**config.mk**
```make
export PLATFORM = sky130hd
export DESIGN_NAME = sequence_generator
export DESIGN_NICKNAME = d
export VERILOG_FILES = /design/src/rtl/sequence_generator.sv
export SDC_FILE = /design/constraint.sdc
export NUM_CORES = 1
export LEC_CHECK = 0
export ABC_AREA = 1
export ABC_CLOCK_PERIOD_IN_PS = 2100
export CELL_PAD_IN_SITES_DETAIL_PLACEMENT = 0
export CELL_PAD_IN_SITES_GLOBAL_PLACEMENT = 1
export CORE_ASPECT_RATIO = 0.7
export CORE_UTILIZATION = 42
export CTS_CLUSTER_DIAMETER = 80
export DETAILED_ROUTE_END_ITERATION = 6
export DONT_BUFFER_PORTS = 1
export GPL_ROUTABILITY_DRIVEN = 0
export GPL_TIMING_DRIVEN = 0
export PLACE_DENSITY_LB_ADDON = 0.1
export SYNTH_ARGS = -nofsm -noshare
export SYNTH_HDL_FRONTEND = slang
export SYNTH_SLANG_ARGS = --single-unit
```
**constraint.sdc**
```tcl
create_clock -name clk -period 2.1 [get_ports clk]
set_clock_uncertainty 0.15 [all_clocks]
set_input_delay 0.105 -clock clk [delete_from_list [all_inputs] [get_ports clk]]
set_output_delay 0.105 -clock clk [all_outputs]
set_load 0.03 [all_outputs]
```
**src/rtl/sequence_generator.sv**
```systemverilog
// Serial pattern transmitter: sends one of four fixed 5-bit patterns MSB-first,
// repeat_n times, with GAP_BITS filler cycles between repetitions.
module sequence_generator #(
    parameter int GAP_BITS = 2,
    parameter int CNT_W    = 16
) (
    input  logic             clk,
    input  logic             reset,
    input  logic             start,
    input  logic [1:0]       seq_sel,
    input  logic [CNT_W-1:0] repeat_n,
    input  logic             gap_bit,
    output logic             seq_out,
    output logic             seq_valid,
    output logic             busy,
    output logic             done,
    output logic [CNT_W-1:0] sent_count,
    output logic [1:0]       state_o
);

    localparam int GW = (GAP_BITS > 1) ? $clog2(GAP_BITS) : 1;

    typedef enum logic [1:0] {
        IDLE  = 2'd0,
        SHIFT = 2'd1,
        GAP   = 2'd2,
        DONE  = 2'd3
    } state_t;

    state_t           state_q;
    logic [2:0]       idx_q;
    logic [CNT_W-1:0] rep_q;
    logic [GW-1:0]    gap_q;
    logic [1:0]       sel_q;
    logic             gap_bit_q;
    logic [CNT_W-1:0] cnt_q;
    logic             seq_out_q;
    logic             seq_valid_q;
    logic             busy_q;
    logic             done_q;

    function automatic logic [4:0] pattern(input logic [1:0] s);
        case (s)
            2'b00:   return 5'b10111;
            2'b01:   return 5'b01010;
            2'b10:   return 5'b10101;
            default: return 5'b10100;
        endcase
    endfunction

    logic [4:0] pat_new;
    logic [4:0] pat_cur;
    assign pat_new = pattern(seq_sel);
    assign pat_cur = pattern(sel_q);

    // Outputs are registered together with the state they belong to, so each
    // transition also loads the output values of the state being entered.
    always_ff @(posedge clk) begin
        if (reset) begin
            state_q     <= IDLE;
            idx_q       <= 3'd0;
            rep_q       <= '0;
            gap_q       <= '0;
            sel_q       <= 2'b00;
            gap_bit_q   <= 1'b0;
            cnt_q       <= '0;
            seq_out_q   <= 1'b0;
            seq_valid_q <= 1'b0;
            busy_q      <= 1'b0;
            done_q      <= 1'b0;
        end else begin
            done_q <= 1'b0;
            case (state_q)
                IDLE: begin
                    seq_out_q   <= 1'b0;
                    seq_valid_q <= 1'b0;
                    busy_q      <= 1'b0;
                    if (start) begin
                        cnt_q  <= '0;
                        busy_q <= 1'b1;
                        if (repeat_n != '0) begin
                            state_q     <= SHIFT;
                            sel_q       <= seq_sel;
                            rep_q       <= repeat_n;
                            gap_bit_q   <= gap_bit;
                            idx_q       <= 3'd4;
                            seq_out_q   <= pat_new[4];
                            seq_valid_q <= 1'b1;
                        end else begin
                            state_q <= DONE;
                            done_q  <= 1'b1;
                        end
                    end
                end
                SHIFT: begin
                    if (idx_q != 3'd0) begin
                        idx_q     <= idx_q - 3'd1;
                        seq_out_q <= pat_cur[idx_q - 3'd1];
                    end else begin
                        cnt_q <= cnt_q + CNT_W'(1);
                        rep_q <= rep_q - CNT_W'(1);
                        if (rep_q > CNT_W'(1)) begin
                            if (GAP_BITS > 0) begin
                                state_q     <= GAP;
                                gap_q       <= GW'(GAP_BITS - 1);
                                seq_out_q   <= gap_bit_q;
                                seq_valid_q <= 1'b0;
                            end else begin
                                idx_q     <= 3'd4;
                                seq_out_q <= pat_cur[4];
                            end
                        end else begin
                            state_q     <= DONE;
                            done_q      <= 1'b1;
                            seq_out_q   <= 1'b0;
                            seq_valid_q <= 1'b0;
                        end
                    end
                end
                GAP: begin
                    if (gap_q == '0) begin
                        state_q     <= SHIFT;
                        idx_q       <= 3'd4;
                        seq_out_q   <= pat_cur[4];
                        seq_valid_q <= 1'b1;
                    end else begin
                        gap_q <= gap_q - GW'(1);
                    end
                end
                default: begin
                    state_q     <= IDLE;
                    busy_q      <= 1'b0;
                    seq_out_q   <= 1'b0;
                    seq_valid_q <= 1'b0;
                end
            endcase
        end
    end

    assign seq_out    = seq_out_q;
    assign seq_valid  = seq_valid_q;
    assign busy       = busy_q;
    assign done       = done_q;
    assign sent_count = cnt_q;
    assign state_o    = state_q;

endmodule

```
# Word-level counts from Yosys, hierarchy flattened
# Index checks and enable logic that the tools add are counted.
# Widths: inputs -> output; s select.
[classes]
magnitude_cmp = 2
eq_ne = 12
n_shift = 0
div = 0
n_reduce_logical = 16
mul = 0
mux = 44
bitwise = 0
addsub = 4
[ops]
columns = ["cell", "count"]
rows = [
  ["$mux 16", 5],
  ["$pmux 16 s2", 2],
  ["$pmux 5 s3", 2],
  ["$mux 1", 19],
  ["$add 16x1->16 const B", 1],
  ["$gt 16x1->1 const B", 1],
  ["$reduce_bool 16->1", 1],
  ["$sub 16x1->16 const B", 1],
  ["$mux 3", 4],
  ["$ne 2x2->1 const B", 6],
  ["$reduce_and 3->1", 4],
  ["$pmux 3 s3", 1],
  ["$mux 2", 4],
  ["$eq 2x1->1 const B", 3],
  ["$eq 2x2->1 const B", 3],
  ["$logic_not 2->1", 3],
  ["$pmux 1 s2", 3],
  ["$pmux 1 s3", 2],
  ["$pmux 2 s3", 1],
  ["$reduce_bool 3->1", 2],
  ["$reduce_and 5->1", 1],
  ["$lt 3x4->1 const B", 1],
  ["$reduce_and 4->1", 1],
  ["$reduce_bool 2->1", 2],
  ["other kinds (5)", 5],
]
[totals]
memories = 0
word_cells = 89
mem_bits_rw = 0
regBits = 45
in_bits = 22
latchBits = 0
output_inout_bits = 22
romBits = 0

# Logic depth before layout (Yosys ltp)
[logic_depth]
word_depth = 6
mapped_depth = 13
depth_no_buf = 13

# Worst setup path after synthesis
# Ideal clock, no wire load.
[synth_timing]
path_type = "register to register"
startpoint = "register state_q[0], in the netlist state_o[0]"
endpoint = "register rep_q[2]"
path_buffers = 1
path_stages_with_launch = 12
path_slack_ns = 0.051
setup_time_ns = 0.133
arrival_time_ns = 1.766
period_less_slack_ns = 2.049
t_required_ns = 1.817
cell_sequence = "dfxtp_1 inv_1 ha_1 inv_1 nor2_2 nor2_2 nand2_2 inv_4 nand2_4 buf_4 nor2_1 a211oi_2"
[synth_between]
elab_chain_len = 3
elab_cells_between_ends = 8
classes_between = "eq/ne (4); mux (1); reduce/logical (3)"
[synth_lines]
columns = ["element", "line", "text"]
rows = [
  ["start: declaration", "30", "state_t state_q;"],
  ["start signal: assignment", "60", "state_q <= IDLE;"],
  ["start signal: assignment", "82", "state_q <= SHIFT;"],
  ["start signal: assignment", "90", "state_q <= DONE;"],
  ["$eq 2x1->1 / $logic_not 2->1 (equally long branches)", "73", "case (state_q)"],
  ["$ne 2x2->1 (no line) / $reduce_bool 2->1 (equally long branches)", "-", ""],
  ["$reduce_and 4->1 (no line)", "-", ""],
  ["end signal: assignment", "84", "rep_q <= repeat_n;"],
  ["end signal: assignment", "101", "rep_q <= rep_q - CNT_W'(1);"],
  ["end: declaration", "32", "logic [CNT_W-1:0] rep_q;"],
]
# Several ways; a longest one is shown, not always the timed one.
# A chain may end at the register's enable or synchronous reset.

# Final worst setup path
[layout_timing]
startpoint = "register state_q[1], in the netlist state_o[1]"
endpoint = "register rep_q[12]"
# The elaborated chain is that of the path after synthesis.

==> results.yml <==
logic_synthesis:
  synth_top_cell_area_share_pct: 33.8
  netlist.top_cell.by_area: "sky130_fd_sc_hd__dfxtp_1"
  ys_ff_latch: 45
  netlist_top_cells_area: "sky130_fd_sc_hd__dfxtp_1, sky130_fd_sc_hd__nand2_1, sky130_fd_sc_hd__nor2_1"
  register_area_share_after_synthesis_pct: 33.8
  post_synth_instance_area_um2: 2670
  ys_warn_count: 0
  synth_xor_area_share_pct: 1.64
  post_synth_and_or_nand_nor_area_fraction_pct: 31.8
  synth_adder_area_share_pct: 4.22
  yosys.cell_types.count: 33
  main_combinational_cell_family_by_area_after_synthesis: "simple AND/OR/NAND/NOR gates"
  syn-mean-instance-area_um2: 6.32
  synth.mux.area_fraction_pct: 0.375
  synth_nets: 453
  synth_compound_gate_area_share_pct: 18.6
  cell_count_after_synthesis: 422
clocking:
  clk-insertion-delay-late_ns: 0.30
  cts_num_sinks: 45
  tritoncts_clock_tree: "yes"
  clk_buf_depth: 2
  cts_max_level: 2
  clock_tree.root_cell: "sky130_fd_sc_hd__clkbuf_8"
  cts_inserted_buffers: 5
  clk_transition_reported_paths_ns: 0.08
worst_setup_path:
  endpoint_of_the_lowest_slack_register_to_register_path: "rep_q[12]$_SDFFE_PP0P_"
  crit_start_category: "register"
  worstSetupEndpointType: "register"
  setup.worst_path.class: "register to register"
  timing.reg2reg.setup_slack_ns: 0.12
  crit_arrival_ns: 2.00
  worst-path-max-fanout: 10
  timing.rr.start: "state_o[1]$_SDFFE_PP0P_"
  rr_worst_depth: 12
  required_ns: 2.12
flow_run:
  drv.max_cap_violation_count: 0
grt:
  pin_count_of_the_biggest_net_entering_global_routing: 15
  wire_length_of_the_first_global_routing_pass_mm: 12.0
  antenna_found_initial: 0
  grt_pass1_vias: 2420
  global_route.usage.total_pct: 23.0
  global_route.overflow_total: 0
pwr:
  power_per_cell_area_nw_per_um2: 1520
  vdd.ir_drop.worst_mv: 0.497
  cellLeakagePower_uw: 0.00139
drt:
  viasPerCell: 5.27
  met2WireLength_mm: 2.91
  maxUsedRoutingLayer: "met4"
  routed-via-count: 2783
  wirelength_met1_mm: 3.99
  detail_route.iter0.violations: 162
  route.detailed.drc: 0
  drt-total-wl_mm: 7.39
  detailedRoute.firstPassIterationCount: 5
  ant_nets: 0
  route.met3.wl_um: 433
  detail_route.wl_per_cell_um: 14.0
finish:
  final_layout_size_suffix_gt1_share_pct: 8.61
  final_area_um2: 3180
  regArea_um2: 912
  relative_area_change_from_synthesis_to_final_layout_pct: 19.4
  post_layout_nonfiller_instances: 528
  final.fill_count: 592
  multiInputGateArea_um2: 1570
  fin_nets: 483
  antenna_cells_inserted: 0
placed_design:
  detailedPlacementHpwl_mm: 5.56
  pre_cts_ws_ns: -0.290
  io_buffer_count: 0
  place_area_um2: 2760
  place.detailed.instances: 497
floorplanning:
  floorplan.die_area_um2: 6680
  die_w_um: 97.3
  initial_utilization_pct: 45.0
  die_height_um: 68.7
  floorplan.rows: 23
  io_pins: 44
  fp.coreArea_um2: 5930
sta:
  worst_hold_slack_ns: -0.00177
  max_freq_mhz: 505
  worst_slew_pin_slew_ns: 0.664
  post_layout_min_period_ns: 1.98
  layout_worst_path_cycle_share_pct: 94.4
  grt_setup_unrepaired: "no"
  report.final.hold_viol_count: 1
  report.final.slew_viol_count: 0
  final-setup-viol-count: 0
  max_slew_margin_pct: 55.7
  setup_slack_ns: 0.118
worst_hold_path:
  hold_end: "seq_out$_SDFFE_PP0N_"
  worst_hold_startpoint: "seq_sel[0]"
  worst_hold_path.num_cells: 5
  holdCritPathClass: "input port to register"
status:
  violations: "negative hold slack"
  run_status: "finished, violations left"
[state kept, by name, indices dropped and copies added (netlist names), 2 cells and up]
| signal | flops |
|---|---|
| rep_q | 16 |
| sent_count | 16 |
| idx_q | 3 |
| sel_q | 2 |
| state_o | 2 |
[how the worst max path moves through the flow]
| stage | from | slack [ns] | endpoint |
|---|---|---|---|
| after global routing | state_o[1]$_SDFFE_PP0P_ | 0.01 | rep_q[0]$_SDFFE_PP0P_ |
| after floorplan | state_o[0]$_SDFFE_PP0P_ | 0.05 | rep_q[2]$_SDFFE_PP0P_ |
| after CTS | state_o[0]$_SDFFE_PP0P_ | 0.02 | rep_q[12]$_SDFFE_PP0P_ |
| final | state_o[1]$_SDFFE_PP0P_ | 0.12 | rep_q[12]$_SDFFE_PP0P_ |
| after detailed placement | state_o[0]$_SDFFE_PP0P_ | -0.29 | rep_q[12]$_SDFFE_PP0P_ |
| after global placement | state_o[0]$_SDFFE_PP0P_ | -0.27 | rep_q[2]$_SDFFE_PP0P_ |
[cells in the mapped netlist]
cell type,instances
sky130_fd_sc_hd__o21bai_1,1
sky130_fd_sc_hd__buf_4,1
sky130_fd_sc_hd__buf_6,1
sky130_fd_sc_hd__nor3b_1,1
sky130_fd_sc_hd__inv_2,2
sky130_fd_sc_hd__o21ai_2,1
sky130_fd_sc_hd__o21ai_1,15
sky130_fd_sc_hd__nand2_1,86
sky130_fd_sc_hd__nand4_1,6
sky130_fd_sc_hd__or2_2,1
sky130_fd_sc_hd__ha_1,9
sky130_fd_sc_hd__nor3_1,8
sky130_fd_sc_hd__nand2_2,1
sky130_fd_sc_hd__buf_2,2
sky130_fd_sc_hd__nor2_2,2
sky130_fd_sc_hd__a21oi_1,49
sky130_fd_sc_hd__dfxtp_1,45
sky130_fd_sc_hd__nor4_1,1
sky130_fd_sc_hd__o21ai_0,26
sky130_fd_sc_hd__inv_4,1
sky130_fd_sc_hd__o211a_1,1
sky130_fd_sc_hd__xor2_1,4
sky130_fd_sc_hd__clkbuf_1,5
sky130_fd_sc_hd__buf_1,1
sky130_fd_sc_hd__a211oi_2,1
sky130_fd_sc_hd__clkinv_4,1
sky130_fd_sc_hd__nand2_4,1
sky130_fd_sc_hd__nor2_1,71
sky130_fd_sc_hd__mux2i_1,1
sky130_fd_sc_hd__nand3_1,26
sky130_fd_sc_hd__a31oi_1,1
sky130_fd_sc_hd__inv_1,49
sky130_fd_sc_hd__xnor2_1,1
[power breakdown]
| group | internal [uW] | switching [uW] | total, uW |
|---|---|---|---|
| clock | 387 | 315 | 702 |
| combinational | 970 | 1730 | 2700 |
| sequential | 1110 | 335 | 1440 |
| total | 2470 | 2380 | 4840 |
[layout by cell type, fill, tap and decap left out, drive strengths merged]
cell and n:
a211oi 1, o211a 1, bufinv 1, mux2i 1, nor3 8, clkbuf 11
xor2 4, or2 1, o21ai 42, nor4 1, buf 8, nand2 88
nor2 73, a31oi 1, clkinv 2, dfxtp 45, xnor2 1, ha 9
nand4 6, o21bai 1, nand3 26, dlygate4sd3 20, inv 51, a21oi 49
clkinvlp 1, nor3b 1
[metrics by stage]
| step | power (uW) | TNS (ns) | util (%) |
|---|---|---|---|
| 2_1_floorplan | 3250 | 0 | - |
| 3_3_place_gp | 3830 | -4.97 | 46.6 |
| 3_5_place_dp | 3850 | -5.55 | 46.6 |
| 4_1_cts | 4680 | 0 | 52.5 |
| 5_1_grt | 5250 | 0 | 53.7 |
| 6_report | 4840 | 0 | 53.7 |
[final cells by class]
class                      instances  area share (%)
sequential                        45            28.6
clock inverter                     2            1.18
buffer                            10            1.69
multi-input combinational        314            49.4
tap                               75            2.95
inverter                          53            6.56
timing repair buffer              23            6.99
clock buffer                       6            2.59
[layer usage]
metal | global-route usage, % | vias up
met5 | 0 | -
met4 | 3.31 | 0
met3 | 4.44 | 7
met2 | 34.5 | 73
met1 | 34.6 | 1272
li1 | - | 1431
[cells by family (layout without fill, tap and decap cells)]
logic type	count (synthesis)	after routing
compound gates	95	95
xor+xnor	5	5
fa+ha+maj	9	9
buf+inv	63	94
flops	45	45
mux	1	1
simple gates	204	204
[worst max-delay path, stage by stage, from the launching register on]
cell                       delay [ns]
sky130_fd_sc_hd__dfxtp_4         0.40
sky130_fd_sc_hd__inv_1           0.16
sky130_fd_sc_hd__ha_4            0.18
sky130_fd_sc_hd__inv_2           0.05
sky130_fd_sc_hd__nor2_4          0.13
sky130_fd_sc_hd__nor2_4          0.07
sky130_fd_sc_hd__nand2_2         0.09
sky130_fd_sc_hd__clkinv_4        0.10
sky130_fd_sc_hd__nand2_8         0.12
sky130_fd_sc_hd__clkinv_4        0.09
sky130_fd_sc_hd__buf_6           0.15
sky130_fd_sc_hd__nand3_1         0.10
sky130_fd_sc_hd__a21oi_2         0.05
[repair_timing]
item,4_1_cts,5_1_grt
pin swaps,0,2
hold buffers,20,0
resized for setup,4,20
setup endpoints to repair,33,25
endpoints found under the hold margin,21,0
buffers inserted,3,0
Note: power is estimated with default switching activity, not from simulation.
